[config.mk]
export PLATFORM = sky130hd
export DESIGN_NAME = serial_frame_receiver
export DESIGN_NICKNAME = d
export VERILOG_FILES = /design/src/rtl/serial_rx_pkg.sv /design/src/rtl/rx_hold_reg.sv /design/src/rtl/serial_frame_receiver.sv
export SDC_FILE = /design/constraint.sdc
export NUM_CORES = 1
export LEC_CHECK = 0
export CAP_MARGIN = 0
export CORE_MARGIN = 3
export CORE_UTILIZATION = 30
export DETAILED_ROUTE_END_ITERATION = 16
export GPL_ROUTABILITY_DRIVEN = 1
export PLACE_DENSITY = 0.57
export SYNTH_ARGS = -nofsm -noshare
export SYNTH_HDL_FRONTEND = slang
export SYNTH_SLANG_ARGS = --single-unit
[constraint.sdc]
create_clock -name clk -period 4.66 [get_ports clk]
set_input_delay 1.398 -clock clk [delete_from_list [all_inputs] [get_ports clk]]
set_output_delay 1.398 -clock clk [all_outputs]
set_load 0.02 [all_outputs]
[src/rtl/serial_rx_pkg.sv]
// Shared types and constants for the serial frame receiver.
package serial_rx_pkg;

    localparam int unsigned BITS_DEFAULT = 8;
    localparam logic        IDLE_LEVEL   = 1'b1;

    typedef enum logic [2:0] {
        IDLE   = 3'd0,
        DATA   = 3'd1,
        PARITY = 3'd2,
        STOP   = 3'd3,
        BREAK  = 3'd4
    } rx_state_e;

endpackage

[src/rtl/rx_hold_reg.sv]
// Output holding register: owns the received word, its valid/ready handshake
// and overrun detection when a new word arrives before the old one is taken.
module rx_hold_reg
    import serial_rx_pkg::*;
#(
    parameter int unsigned BITS = BITS_DEFAULT
) (
    input  logic            clk,
    input  logic            reset_n,
    input  logic            load,
    input  logic [BITS-1:0] load_data,
    input  logic            data_ready,
    output logic [BITS-1:0] data_out,
    output logic            data_valid,
    output logic            overrun
);

    logic consume_c;

    assign consume_c = data_valid & data_ready;

    // A word taken on the same edge as a new completion makes room for it.
    always_ff @(posedge clk or negedge reset_n) begin
        if (!reset_n) begin
            data_out   <= '0;
            data_valid <= 1'b0;
            overrun    <= 1'b0;
        end else begin
            overrun <= 1'b0;
            if (load) begin
                if (!data_valid || consume_c) begin
                    data_out   <= load_data;
                    data_valid <= 1'b1;
                end else begin
                    overrun <= 1'b1;
                end
            end else if (consume_c) begin
                data_valid <= 1'b0;
            end
        end
    end

endmodule

[src/rtl/serial_frame_receiver.sv]
// Strobed serial frame receiver (start, LSB-first data, stop).
// Define SER_RX_PARITY_EN to add an even-parity bit and the parity_err port.
module serial_frame_receiver
    import serial_rx_pkg::*;
#(
    parameter int unsigned BITS = BITS_DEFAULT
) (
    input  logic            clk,
    input  logic            reset_n,
    input  logic            bit_en,
    input  logic            ser_in,
    output logic [BITS-1:0] data_out,
    output logic            data_valid,
    input  logic            data_ready,
    output logic            frame_err,
    output logic            overrun,
    output logic            busy
`ifdef SER_RX_PARITY_EN
    ,
    output logic            parity_err
`endif
);

    localparam int unsigned CW = (BITS > 1) ? $clog2(BITS) : 1;

    rx_state_e       state, state_next;
    logic [CW-1:0]   count, count_next;
    logic [BITS-1:0] shifter, shifter_next;
    logic            frame_err_next;
    logic            word_done_c;
`ifdef SER_RX_PARITY_EN
    logic            parity_bad, parity_bad_next;
    logic            parity_err_next;
`endif

    // Next-state, datapath and pulse decode; everything holds when bit_en=0.
    always_comb begin
        state_next     = state;
        count_next     = count;
        shifter_next   = shifter;
        frame_err_next = 1'b0;
        word_done_c    = 1'b0;
`ifdef SER_RX_PARITY_EN
        parity_bad_next = parity_bad;
        parity_err_next = 1'b0;
`endif
        if (bit_en) begin
            case (state)
                IDLE: begin
                    if (ser_in != IDLE_LEVEL) begin
                        state_next   = DATA;
                        count_next   = '0;
                        shifter_next = '0;
`ifdef SER_RX_PARITY_EN
                        parity_bad_next = 1'b0;
`endif
                    end
                end
                DATA: begin
                    shifter_next[count] = ser_in;
                    count_next          = count + CW'(1);
                    if (count == CW'(BITS - 1)) begin
`ifdef SER_RX_PARITY_EN
                        state_next = PARITY;
`else
                        state_next = STOP;
`endif
                    end
                end
`ifdef SER_RX_PARITY_EN
                PARITY: begin
                    // Even parity: the parity bit equals the XOR of the data bits.
                    if (ser_in != ^shifter) begin
                        parity_err_next = 1'b1;
                        parity_bad_next = 1'b1;
                    end
                    state_next = STOP;
                end
`endif
                STOP: begin
                    if (ser_in == IDLE_LEVEL) begin
                        state_next = IDLE;
`ifdef SER_RX_PARITY_EN
                        word_done_c = !parity_bad;
`else
                        word_done_c = 1'b1;
`endif
                    end else begin
                        frame_err_next = 1'b1;
                        state_next     = BREAK;
                    end
                end
                BREAK: begin
                    // Wait for the line to return high so a held-low line never restarts.
                    if (ser_in == IDLE_LEVEL) begin
                        state_next = IDLE;
                    end
                end
                default: begin
                    state_next = IDLE;
                end
            endcase
        end
    end

    always_ff @(posedge clk or negedge reset_n) begin
        if (!reset_n) begin
            state     <= IDLE;
            count     <= '0;
            shifter   <= '0;
            frame_err <= 1'b0;
            busy      <= 1'b0;
`ifdef SER_RX_PARITY_EN
            parity_bad <= 1'b0;
            parity_err <= 1'b0;
`endif
        end else begin
            state     <= state_next;
            count     <= count_next;
            shifter   <= shifter_next;
            frame_err <= frame_err_next;
            busy      <= (state_next != IDLE);
`ifdef SER_RX_PARITY_EN
            parity_bad <= parity_bad_next;
            parity_err <= parity_err_next;
`endif
        end
    end

    rx_hold_reg #(
        .BITS (BITS)
    ) u_hold (
        .clk        (clk),
        .reset_n    (reset_n),
        .load       (word_done_c),
        .load_data  (shifter),
        .data_ready (data_ready),
        .data_out   (data_out),
        .data_valid (data_valid),
        .overrun    (overrun)
    );

endmodule

# Word level (Yosys, flattened, before mapping)
# Index checks and enable logic that the tools add are counted.
# W data, S select, Z words.
classes:
  addsub: 1
  n_reduce_logical: 10
  muxes: 24
  bitwise_logic: 1
  n_eq_ne: 6
  n_lt_le_gt_ge: 2
ops:
  columns: ["op", "n"]
  rows:
  - ["$mux W3", 6]
  - ["$pmux W8 S2", 1]
  - ["$mux W1", 12]
  - ["$pmux W3 S4", 1]
  - ["$bwmux W8", 1]
  - ["$mux W8", 1]
  - ["$eq A3 B3 Y1 const B", 2]
  - ["$pmux W3 S2", 1]
  - ["$lt A3 B4 Y1 const B", 1]
  - ["$ne A2 B2 Y1 const B", 2]
  - ["$reduce_and A2 Y1", 2]
  - ["$reduce_bool A2 Y1", 2]
  - ["$add A3 B1 Y3 const B", 1]
  - ["$demux W1 S3", 1]
  - ["$eq A3 B1 Y1 const B", 1]
  - ["$eq A3 B2 Y1 const B", 1]
  - ["$ge A3 B1 Y1 const B", 1]
  - ["$logic_not A3 Y1", 1]
  - ["$reduce_and A3 Y1", 1]
  - ["$reduce_bool A3 Y1", 1]
  - ["$and A1 B1 Y1", 1]
  - ["$logic_and A1 B1 Y1", 1]
  - ["$logic_not A1 Y1", 1]
  - ["$logic_or A1 B1 Y1", 1]
totals:
  inputBits: 5
  output_inout_bits: 12
  reg_bits: 26

# Logic depth before layout (Yosys ltp)
depth:
  depth_word: 6
  ltp_mapped: 5

# By module
# Synthesis repeated with hierarchy kept, for this count alone.
unflattened:
  cells_unflattened: 109
  area_unflattened_um2: 1295.0
by_module_without_submodules:
  columns: ["module", "n_inst", "cells_each", "area_each_um2", "seq_area_each_um2"]
  rows:
  - ["serial_frame_receiver", 1, 86, 888.4, 400.4]
  - ["rx_hold_reg", 1, 23, 406.6, 250.2]

# Worst setup path before layout
# OpenSTA, ideal clock, no wires.
synth_path:
  path_type: "input port to flip-flop"
  start: "input bit_en"
  end: "register count[0]"
  arrival_ns: 2.467
  setup_slack_ns: 2.068
  n_path_buf: 2
  setup_ns: 0.125
  path_stages: 5
  path_cell_list: "buf_6 > or3b_4 > buf_6 > or2_4 > mux2_4"
synth_via:
  elab_chain_cells: 1
synth_rtl:
  columns: ["element", "line_no", "source"]
  rows:
  - ["start: declaration", "serial_frame_receiver.sv:10", "input logic bit_en,"]
  - ["$reduce_and A3 Y1 (no line)", null, null]
  - ["end signal: assignment", "serial_frame_receiver.sv:119", "count <= count_next;"]
  - ["end: declaration", "serial_frame_receiver.sv:27", "logic [CW-1:0] count, count_next;"]
# Every way passes these cells.
# A chain may end at the register's enable or synchronous reset.

# Worst setup path after layout
# Ends and elaborated chain as after synthesis.

==> reports/qor.txt <==
Highest clock rate: 0.347 GHz
Synthesized netlist cell count: 109
Max rail drop VDD: 0.182 mV
Busiest grt layer: met2
Met3 GRT Util: 1.44%
Overall track demand over capacity in global routing: 10.3%
Remaining routing DRC violations: 0
Total CTS buffers: 3
Number of max-slew violations in the final report: 0
Io pins: 17
Time the final worst path needs with I/O delays and setup: 2.89 ns
Final net count: 129
R2R Setup Slk: 3.07 ns
Library cell with the largest summed area after synthesis: sky130_fd_sc_hd__dfrtp_1
Global placer's final weighted congestion: 0.816
Worst Path Buf+Inv: 1
Cell area after synthesis: 1240 um^2
Outcome: completed
Die height: 70.3 um
Detail-routed net length per standard cell: 13.7 um
List of most frequent post-synthesis cells: sky130_fd_sc_hd__dfrtp_1 (26), sky130_fd_sc_hd__inv_1 (9), sky130_fd_sc_hd__mux2_2 (8), sky130_fd_sc_hd__nand3_1 (8), sky130_fd_sc_hd__o21ai_0 (5)
Worst slew margin relative to its limit: 52.6%
Diodes inserted: 0
Critical path fanouts, max: 10
Grt total ovfl: 0
Die span in x: 70.3 um
Setup Fix Bufs, Post-CTS: 0
Clock Sinks: 26
Clock latency on the worst-skew pair: 0.27 ns
Largest cells by area after synthesis: sky130_fd_sc_hd__dfrtp_1 (52%), sky130_fd_sc_hd__mux2_2 (7.3%), sky130_fd_sc_hd__nand3_1 (3.2%), sky130_fd_sc_hd__o311ai_0 (2.8%), sky130_fd_sc_hd__o32ai_1 (2.8%)
Via count of the first global-routing pass: 861
Fillers: 372
Antenna Violating Nets Remaining: 0
Violation count after the first detailed-route iteration: 49
TritonCTS clock tree: yes
Setup CP Type: primary input to flop
DP HPWL: 1570 um
Net Sw Power: 0.198 mW
Number of hold violations in the final report: 0
Delay-heaviest family, CP: simple AND/OR/NAND/NOR gates
Element type at the critical path end: flop
CTS Hold Bufs: 0
Cell-internal power: 0.413 mW
Met1 demand-to-capacity share in global routing: 13.7%
Synthesized netlist net count: 116
Global-route wire length before repair: 4060 um
Worst clock skew: 0.00263 ns
Proportion of power drawn by the clock network: 23.7%
Post-route setup TNS: 0 ns
Count of cell types in the netlist: 31
Count leader, synth: sky130_fd_sc_hd__dfrtp_1
Critical path, cell by cell: clkdlybuf4s50_1 -> or3b_4 -> or2_4 -> mux2_4
Actual slew at the worst max-slew pin: 0.709 ns
Number of vias per cell: 5.22
Proportion of total power due to net switching: 32.4%
Final period utilization: 61.9%
Bufs on Longest Clock Path: 2
Endpoint of the worst hold-timing path: u_hold.data_out[7]
H-tree depth: 1
Share of power burned in registers: 52.8%
Top-area cell type share of the netlist area: 52.4%
M2 GR Usage: 15.7%
Min-Delay Path Class: flop to flop
Capture point of the worst reg-to-reg path: count[0]
Drt pass-1 iters: 4
Clock-pin transition on the worst setup and hold timing paths: 0.08 ns
Arrival @ worst endpoint: 3.05 ns
Layout cells sized above 1: 15.7%
Reg2reg start: state[1]
RSZ-0062 raised after global routing: false
Dominant synthesized flop cell: sky130_fd_sc_hd__dfrtp_1
Final routed wirelength across all metal layers: 2320 um
Register area: 651 um^2
Avg Synthesized Cell Area: 11.4 um^2
Critical-path top delay cell: sky130_fd_sc_hd__clkdlybuf4s50_1
Required @ worst endpoint: 4.82 ns
Core Box Area: 3830 um^2
Combinational cell fraction of total power: 23.5%
Die ar.: 4940 um^2
Max cap viols: 0
Power density relative to cell area: 418 nW/um^2
Post-cts resize count: 0
FF-to-FF path depth: 3
Area used by multi-input combinational logic: 498 um^2
Static power due to leakage: 0.628 nW
Pin count of the biggest net entering global routing: 27
Row Count: 22
Count of input and output buffers: 16
Startpoint Class: primary input
Setup violations, final: 0
Number of enable flip-flop cells after synthesis: 0
Worst hold path stage count: 1
Clock root buffer: sky130_fd_sc_hd__clkbuf_8
Number of antenna violations at the first check in global routing: 0
Number of warning messages in the yosys log: 0
Total via count in the routed design: 882
Asr flop ratio synth: 100%
Sequential cell area fraction in the yosys report: 52.4%
Smallest hold slack: 0.510 ns
Initial core utilization: 32.4%
Start point of the worst min-delay path: shifter[7]
Flip-flop and latch count after synthesis: 26
Synthesis-to-finish area growth: 18.0%
Slowest cell delay on critical path: 0.64 ns
## routing by layer
layer | routed length (um) | share of wire, % | vias up
met5 | 0 | 0 | -
met4 | 54 | 2.3 | 0
met3 | 122 | 5.3 | 5
met2 | 1070 | 46 | 20
met1 | 1070 | 46 | 426
li1 | - | - | 431
## cell usage in the layout, fill, tap and decap left out, types with 2 or more instances in the layout
cell	instances
sky130_fd_sc_hd__o21ai_0	5
sky130_fd_sc_hd__o311ai_0	4
sky130_fd_sc_hd__nand3b_1	2
sky130_fd_sc_hd__inv_1	9
sky130_fd_sc_hd__clkdlybuf4s50_1	16
sky130_fd_sc_hd__a211oi_1	4
sky130_fd_sc_hd__nand4_1	4
sky130_fd_sc_hd__dfrtp_1	26
sky130_fd_sc_hd__ha_1	2
sky130_fd_sc_hd__nand3_1	8
sky130_fd_sc_hd__nor2b_1	3
sky130_fd_sc_hd__o32ai_1	4
sky130_fd_sc_hd__a22o_1	2
sky130_fd_sc_hd__nor2_1	3
sky130_fd_sc_hd__clkbuf_8	4
sky130_fd_sc_hd__mux2_2	8
sky130_fd_sc_hd__nand2_1	3
## through the flow
step	utilization, %	total power [mW]	instances	setup slack, ns	cell area [um^2]
6_report	38.3	0.612	169	1.77	1470
5_1_grt	38.3	0.656	169	1.63	1470
4_1_cts	38.3	0.619	169	1.74	1470
3_5_place_dp	36.9	0.470	165	1.45	1410
3_3_place_gp	36.9	0.468	165	1.53	1410
2_1_floorplan	-	0.425	109	2.07	1240
## flip-flops by register name, indices dropped and copies added (netlist names)
register,count
u_hold.data_valid,1
u_hold.data_out,8
count,3
busy,1
u_hold.overrun,1
state,3
shifter,8
frame_err,1
## area by class of cell
cell class | count | share of cell area [%]
flip-flops and latches | 26 | 44.4
multi-input cells | 65 | 34.0
repair buffers | 17 | 11.4
well taps | 48 | 4.10
clock buffers | 4 | 3.76
inverters | 9 | 2.31
## cells by family (layout without fill, tap and decap cells)
| group | Yosys count | in the layout | synth area share, % |
|---|---|---|---|
| AND/OR/NAND/NOR | 30 | 30 | 15.2 |
| flip-flops | 26 | 26 | 52.4 |
| AO/OA/AOI/OAI | 23 | 23 | 13.6 |
| buffers and inverters | 18 | 30 | 7.46 |
| multiplexers | 10 | 10 | 9.27 |
| adder cells (fa/ha/maj) | 2 | 2 | 2.02 |
## worst max path at each step
stage,startpoint,end,slack [ns],cells after the start
floorplan,bit_en,count[0],2.07,5
global placement,bit_en,u_hold.data_out[0],1.53,4
detailed placement,bit_en,u_hold.data_out[4],1.45,4
CTS,bit_en,u_hold.data_out[4],1.74,4
global route,bit_en,u_hold.data_out[4],1.63,4
finish,bit_en,count[0],1.77,4
## power by group through the flow
stage	Combinational [mW]	Sequential, mW	Clock, mW
after CTS	0.145	0.323	0.151
after global placement	0.142	0.327	0
after floorplan	0.122	0.303	0
final	0.144	0.323	0.145
after global routing	0.163	0.331	0.162
after detailed placement	0.143	0.327	0
(Power assumes the default switching activity.)
